### src/rtl/multdiv_pkg.sv
// Shared definitions for the multdiv unit.
// Contents:
//   DIV_WIDTH    operand/result width of the signed divider
//   DIV_MIN      most negative operand (only operand whose magnitude needs WIDTH bits unsigned)
//   DIV_NEG_ONE  all-ones divisor (overflow when paired with DIV_MIN)
//   div_state_t  divider FSM state type plus its state constants
// Optional build macro: DIV_REMAINDER_EN adds the remainder fix-up state.
package multdiv_pkg;

   localparam int unsigned DIV_WIDTH   = 32;
   localparam logic [31:0] DIV_MIN     = 32'h8000_0000;
   localparam logic [31:0] DIV_NEG_ONE = 32'hFFFF_FFFF;

   typedef logic [2:0] div_state_t;

   localparam div_state_t StIdle = 3'd0;
   localparam div_state_t StNegA = 3'd1;
   localparam div_state_t StNegB = 3'd2;
   localparam div_state_t StIter = 3'd3;
   localparam div_state_t StNegQ = 3'd4;
   localparam div_state_t StDone = 3'd5;
`ifdef DIV_REMAINDER_EN
   localparam div_state_t StNegR = 3'd6;
`endif

endpackage

### src/rtl/div_step.sv
// One restoring-division step (purely combinational).
// Ports:
//   rem       in   WIDTH  partial remainder, always below divisor
//   quo       in   WIDTH  dividend bits still to shift in / quotient bits so far
//   divisor   in   WIDTH  divisor magnitude (may be 2^(WIDTH-1))
//   rem_next  out  WIDTH  partial remainder after this step
//   quo_next  out  WIDTH  quotient register after this step
module div_step #(
   parameter int unsigned WIDTH = 32
) (
   input  logic [WIDTH-1:0] rem,
   input  logic [WIDTH-1:0] quo,
   input  logic [WIDTH-1:0] divisor,
   output logic [WIDTH-1:0] rem_next,
   output logic [WIDTH-1:0] quo_next
);

   logic [WIDTH:0] rem_shift;
   logic [WIDTH:0] trial;
   logic           keep;

   // rem < divisor <= 2^(WIDTH-1), so rem_shift < 2^WIDTH and the WIDTH+1 bit trial
   // difference never wraps: its top bit is exactly the borrow.
   assign rem_shift = {rem, quo[WIDTH-1]};
   assign trial     = rem_shift - {1'b0, divisor};
   assign keep      = ~trial[WIDTH];

   assign rem_next = keep ? trial[WIDTH-1:0] : rem_shift[WIDTH-1:0];
   assign quo_next = {quo[WIDTH-2:0], keep};

endmodule

### src/rtl/signed_div_sequencer.sv
// Multi-cycle signed divider controller. One shared conditional negator (~x+1) is
// time-multiplexed by state over: |A|, |B|, quotient sign fix-up (and remainder sign
// fix-up). 32 restoring iterations run in between. Quotient truncates toward zero.
// Optional build macro: DIV_REMAINDER_EN adds data_remainder (sign follows the dividend).
// Ports:
//   clock           in   1      rising-edge clock
//   reset           in   1      asynchronous active-high reset
//   ctrl_DIV        in   1      start request, sampled only when idle
//   data_operandA   in   WIDTH  dividend (two's complement)
//   data_operandB   in   WIDTH  divisor (two's complement)
//   data_result     out  WIDTH  quotient, held until the next completion
//   data_exception  out  1      divide-by-zero or MIN/-1 overflow, valid with data_resultRDY
//   data_resultRDY  out  1      one-cycle completion pulse
//   busy            out  1      high whenever not idle
//   data_remainder  out  WIDTH  remainder (DIV_REMAINDER_EN builds only)
module signed_div_sequencer
   import multdiv_pkg::*;
#(
   parameter int unsigned WIDTH = DIV_WIDTH
) (
   input  logic             clock,
   input  logic             reset,
   input  logic             ctrl_DIV,
   input  logic [WIDTH-1:0] data_operandA,
   input  logic [WIDTH-1:0] data_operandB,
   output logic [WIDTH-1:0] data_result,
   output logic             data_exception,
   output logic             data_resultRDY,
   output logic             busy
`ifdef DIV_REMAINDER_EN
   ,
   output logic [WIDTH-1:0] data_remainder
`endif
);

   localparam int unsigned CNT_W = $clog2(WIDTH);
   localparam logic [CNT_W-1:0] LastStep = CNT_W'(WIDTH - 1);

   div_state_t       state_q, state_d;
   logic [WIDTH-1:0] dvd_q, dvd_d;    // A, then |A|, then quotient bits
   logic [WIDTH-1:0] dvs_q, dvs_d;    // B, then |B|
   logic [WIDTH-1:0] rem_q, rem_d;    // partial remainder
   logic [CNT_W-1:0] cnt_q, cnt_d;
   logic             quo_neg_q, quo_neg_d;
   logic             rem_neg_q, rem_neg_d;
   logic [WIDTH-1:0] result_q, result_d;
   logic             exc_q, exc_d;
`ifdef DIV_REMAINDER_EN
   logic [WIDTH-1:0] rmd_q, rmd_d;
`endif

   logic [WIDTH-1:0] neg_in, neg_out;
   logic             neg_en;
   logic [WIDTH-1:0] step_rem, step_quo;
   logic             div_zero, div_ovf;

   div_step #(
      .WIDTH (WIDTH)
   ) u_div_step (
      .rem      (rem_q),
      .quo      (dvd_q),
      .divisor  (dvs_q),
      .rem_next (step_rem),
      .quo_next (step_quo)
   );

   // Shared negator: the operand is chosen purely by state, one user per cycle.
   always_comb begin
      neg_in = '0;
      neg_en = 1'b0;
      case (state_q)
         StNegA: begin
            neg_in = dvd_q;
            neg_en = rem_neg_q;
         end
         StNegB: begin
            neg_in = dvs_q;
            neg_en = dvs_q[WIDTH-1];
         end
         StNegQ: begin
            neg_in = dvd_q;
            neg_en = quo_neg_q;
         end
`ifdef DIV_REMAINDER_EN
         StNegR: begin
            neg_in = rem_q;
            neg_en = rem_neg_q;
         end
`endif
         default: ;
      endcase
   end

   assign neg_out = neg_en ? (~neg_in + WIDTH'(1)) : neg_in;

   // Evaluated in NEG_B: dvd_q already holds |A| (|MIN| is MIN), dvs_q still holds raw B.
   assign div_zero = (dvs_q == '0);
   assign div_ovf  = (dvd_q == DIV_MIN) && (dvs_q == DIV_NEG_ONE);

   always_comb begin
      state_d   = state_q;
      dvd_d     = dvd_q;
      dvs_d     = dvs_q;
      rem_d     = rem_q;
      cnt_d     = cnt_q;
      quo_neg_d = quo_neg_q;
      rem_neg_d = rem_neg_q;
      result_d  = result_q;
      exc_d     = exc_q;
`ifdef DIV_REMAINDER_EN
      rmd_d     = rmd_q;
`endif
      case (state_q)
         StIdle: begin
            if (ctrl_DIV) begin
               dvd_d     = data_operandA;
               dvs_d     = data_operandB;
               quo_neg_d = data_operandA[WIDTH-1] ^ data_operandB[WIDTH-1];
               rem_neg_d = data_operandA[WIDTH-1];
               state_d   = StNegA;
            end
         end
         StNegA: begin
            dvd_d   = neg_out;
            state_d = StNegB;
         end
         StNegB: begin
            dvs_d = neg_out;
            if (div_zero || div_ovf) begin
               result_d = '0;
               exc_d    = 1'b1;
`ifdef DIV_REMAINDER_EN
               rmd_d    = '0;
`endif
               state_d  = StDone;
            end else begin
               rem_d   = '0;
               cnt_d   = '0;
               state_d = StIter;
            end
         end
         StIter: begin
            rem_d = step_rem;
            dvd_d = step_quo;
            cnt_d = cnt_q + CNT_W'(1);
            if (cnt_q == LastStep) begin
               state_d = StNegQ;
            end
         end
         StNegQ: begin
`ifdef DIV_REMAINDER_EN
            // Park the signed quotient so both results commit together on the next edge.
            dvd_d   = neg_out;
            state_d = StNegR;
`else
            result_d = neg_out;
            exc_d    = 1'b0;
            state_d  = StDone;
`endif
         end
`ifdef DIV_REMAINDER_EN
         StNegR: begin
            result_d = dvd_q;
            rmd_d    = neg_out;
            exc_d    = 1'b0;
            state_d  = StDone;
         end
`endif
         StDone: begin
            state_d = StIdle;
         end
         default: begin
            state_d = StIdle;
         end
      endcase
   end

   always_ff @(posedge clock or posedge reset) begin
      if (reset) begin
         state_q   <= StIdle;
         dvd_q     <= '0;
         dvs_q     <= '0;
         rem_q     <= '0;
         cnt_q     <= '0;
         quo_neg_q <= 1'b0;
         rem_neg_q <= 1'b0;
         result_q  <= '0;
         exc_q     <= 1'b0;
`ifdef DIV_REMAINDER_EN
         rmd_q     <= '0;
`endif
      end else begin
         state_q   <= state_d;
         dvd_q     <= dvd_d;
         dvs_q     <= dvs_d;
         rem_q     <= rem_d;
         cnt_q     <= cnt_d;
         quo_neg_q <= quo_neg_d;
         rem_neg_q <= rem_neg_d;
         result_q  <= result_d;
         exc_q     <= exc_d;
`ifdef DIV_REMAINDER_EN
         rmd_q     <= rmd_d;
`endif
      end
   end

   assign data_result    = result_q;
   assign data_exception = exc_q;
   assign data_resultRDY = (state_q == StDone);
   assign busy           = (state_q != StIdle);
`ifdef DIV_REMAINDER_EN
   assign data_remainder = rmd_q;
`endif

endmodule

### config.mk
export PLATFORM = sky130hd
export DESIGN_NAME = signed_div_sequencer
export DESIGN_NICKNAME = d
export VERILOG_FILES = /design/src/rtl/multdiv_pkg.sv /design/src/rtl/div_step.sv /design/src/rtl/signed_div_sequencer.sv
export SDC_FILE = /design/constraint.sdc
export NUM_CORES = 1
export LEC_CHECK = 0
export ABC_AREA = 1
export ABC_CLOCK_PERIOD_IN_PS = 11200
export CORE_MARGIN = 1
export CORE_UTILIZATION = 56
export DETAILED_ROUTE_END_ITERATION = 10
export GPL_TIMING_DRIVEN = 0
export PLACE_DENSITY = 0.75
export SKIP_CTS_REPAIR_TIMING = 1
export SLEW_MARGIN = 40
export SYNTH_ARGS = -nofsm -noshare
export SYNTH_HDL_FRONTEND = slang
export SYNTH_HIERARCHICAL = 1
export SYNTH_SLANG_ARGS = --single-unit
export TNS_END_PERCENT = 50
### constraint.sdc
create_clock -name clock -period 11.2 [get_ports clock]
set_clock_uncertainty 0.05 [all_clocks]
set_input_delay 1.12 -clock clock [delete_from_list [all_inputs] [get_ports clock]]
set_output_delay 1.12 -clock clock [all_outputs]
set_load 0.02 [all_outputs]
==> impl_metrics.env <==
export IMPL_status="finished clean"
export IMPL_cts_clk_slew_worst_paths_ns=0.07
export IMPL_die_area_um2=20900
export IMPL_cts_tree="done"
export IMPL_syn_inst=1809
export IMPL_synthArstFlopShare_pct=100
export IMPL_fmax_mhz=326
export IMPL_grt_pass1_vias=11500
export IMPL_yosys_top_cells_count="nand2_1 (756), inv_1 (240), nor2_1 (141)"
export IMPL_root_buffer="clkbuf_16"
export IMPL_grt_pass1_wl_um=59200
export IMPL_ant_nets=0
export IMPL_cts_sinks=139
export IMPL_hpwlAfterDp_um=30900
export IMPL_critPathMaxFanout=4
export IMPL_grt_use_total_pct=38.3
export IMPL_n_antenna_cell=0
export IMPL_rsz0062_at_grt="false"
export IMPL_io_buffers=101
export IMPL_h_tree_depth=4
export IMPL_num_rows=51
export IMPL_ys_warn_count=6
export IMPL_hold_start="data_result[4]"
export IMPL_routed_via_density=5.48
export IMPL_post_route_period_util_pct=27.4
export IMPL_clk_path_buf_depth=2
export IMPL_arrival_ns=1.90
export IMPL_cap_violations=0
export IMPL_tightest_slew_ns=0.809
export IMPL_core_um2=19700
export IMPL_pin_count=102
export IMPL_vias=12100
export IMPL_maxSlewViolCount=0
export IMPL_cp_required_ns=10.03
export IMPL_cp_end_kind="output port"
export IMPL_grt_max_degree=82
export IMPL_grt_antenna_before_repair=0
export IMPL_synth_top_area_share_pct=30.5
export IMPL_fp_dieH_um=145
export IMPL_ys_seq_area_share_pct=30.5
export IMPL_place_congestion=0.987
export IMPL_netlist_top_cells_area="dfrtp_1 (31%), nand2_1 (25%), inv_1 (7.9%)"
export IMPL_yosysUniqueCellTypes=44
export IMPL_synth_enable_flop_cells=0
export IMPL_min_path_type="reg -> reg"
export IMPL_wl_um=38800
export IMPL_cts_buffers=17
export IMPL_yosysTopAreaCell="dfrtp_1"
export IMPL_finalSetupViolations=0
export IMPL_cp_start_kind="register"
export IMPL_cpMostUsedCell="inv_1"
export IMPL_finalHoldViolations=0
export IMPL_final_setup_tns_ns=0
export IMPL_critical_path_class="reg -> out"
export IMPL_critical_path_startpoint="state_q[1]"
export IMPL_netlist_area_um2=11400
export IMPL_fin_crit_ns=3.07
export IMPL_drt_iter0_markers=917
export IMPL_fp_dieW_um=145
export IMPL_yosysMostFrequentCell="nand2_1"
export IMPL_ys_seq_elements=139
export IMPL_relSlewSlack_pct=45.8
export IMPL_post_route_cells_drive_above_1_share_pct=7.93
export IMPL_drtPass1Iterations=7
export IMPL_max_stage_delay_ns=0.54
export IMPL_start_util_pct=57.8
export IMPL_synth_area_per_cell_um2=6.30
export IMPL_insertion_delay_ns=0.43
export IMPL_worstPathCellList="inv_1 -> nand2_1 -> nor2_1 -> inv_1 -> clkdlybuf4s50_1"
export IMPL_syn_nets=1912
export IMPL_area_growth_pct=17.0
export IMPL_cpMaxStageDelayCell="clkdlybuf4s50_1"
export IMPL_ys_flop_type="dfrtp_1"
export IMPL_worstReg2RegStart="dvd_q[31]"
export IMPL_drc=0
export IMPL_layout_nets=2033
export IMPL_wl_per_cell_um=17.6
export IMPL_grt_ovfl_total=0
==> worst max-delay path, delay by kind of cell, from the launching register on <==
| family | cells | cell delay [ns] |
|---|---|---|
| buffers and inverters | 3 | 0.80 |
| DFF | 1 | 0.43 |
| and+or+nand+nor | 2 | 0.24 |
==> state kept, by name, summed over array words and instances (netlist names) <==
| signal | flops |
|---|---|
| rem_neg_q | 1 |
| data_result | 32 |
| dvs_q | 32 |
| data_exception | 1 |
| state_q | 3 |
| dvd_q | 32 |
| rem_q | 32 |
| quo_neg_q | 1 |
| cnt_q | 5 |
==> routing by layer <==
metal	global-route usage, %	up-vias	routed length (µm)
li1	-	5883	-
met1	45.9	5554	15900
met2	64.3	547	18100
met3	6.06	120	2530
met4	23.9	0	2320
met5	0	-	0
==> path summary, 6_finish.rpt <==
check	end	depth (start not counted)	slack, ns
min in group asynchronous	data_result[6]	2	1.05
max	busy	5	8.13
max in group asynchronous	rem_q[26]	3	9.30
max reg2reg	dvd_q[0]	17	8.15
min reg2reg	data_result[4]	2	0.42
min	data_result[4]	2	0.42
==> cell families (layout without fill, tap and decap cells) <==
family | count (synthesis) | count (layout) | synth area share, %
flip-flops | 139 | 139 | 30.5
adder cells (fa/ha/maj) | 36 | 36 | 4.02
buffers and inverters | 338 | 472 | 12.9
AND/OR/NAND/NOR | 1113 | 1113 | 40.7
AO/OA/AOI/OAI | 153 | 153 | 8.98
XOR/XNOR | 30 | 30 | 2.83
==> cells in the final DEF (no fill, tap or decap), drive strengths merged <==
cell type / n
clkinvlp: 4
fa: 1
nand3b: 3
xnor2: 1
nor2: 153
nor3: 8
nor4: 12
o221ai: 1
or4: 1
and3: 2
o21ai: 18
a22oi: 6
a21oi: 64
dfrtp: 139
or2: 5
buf: 57
and2: 5
clkbuf: 53
clkinv: 4
xor2: 29
nand4: 23
ha: 35
bufinv: 1
clkdlybuf4s50: 101
nand2: 783
inv: 252
o211ai: 25
a221oi: 32
o21bai: 7
nand3: 118
==> through the flow <==
stage                     cell area, µm²  std cells  setup WS [ns]  util [%]  hold slack [ns]
after floorplan                    11400       1809           6.31         -            0.421
after global placement             12700       2175           4.36      64.6            0.405
after detailed placement           12800       2176           7.62      64.7            0.409
after CTS                          13300       2208           8.04      67.6            0.425
after global routing               13300       2208           7.95      67.6            0.448
final                              13300       2208           8.13      67.6            0.420
==> layout make-up <==
| type | instances | area (µm²) |
|---|---|---|
| multi-input combinational | 1332 | 6440 |
| fill | 1767 | 6390 |
| sequential | 139 | 3480 |
| timing repair buffer | 102 | 1040 |
| inverter | 249 | 942 |
| buffer | 89 | 533 |
| clock buffer | 20 | 447 |
| tap | 265 | 332 |
| clock inverter | 12 | 114 |
Power is left out: the tool's default activity adds up to more than one toggle a clock period on the data nets, which glitch-free logic cannot reach.
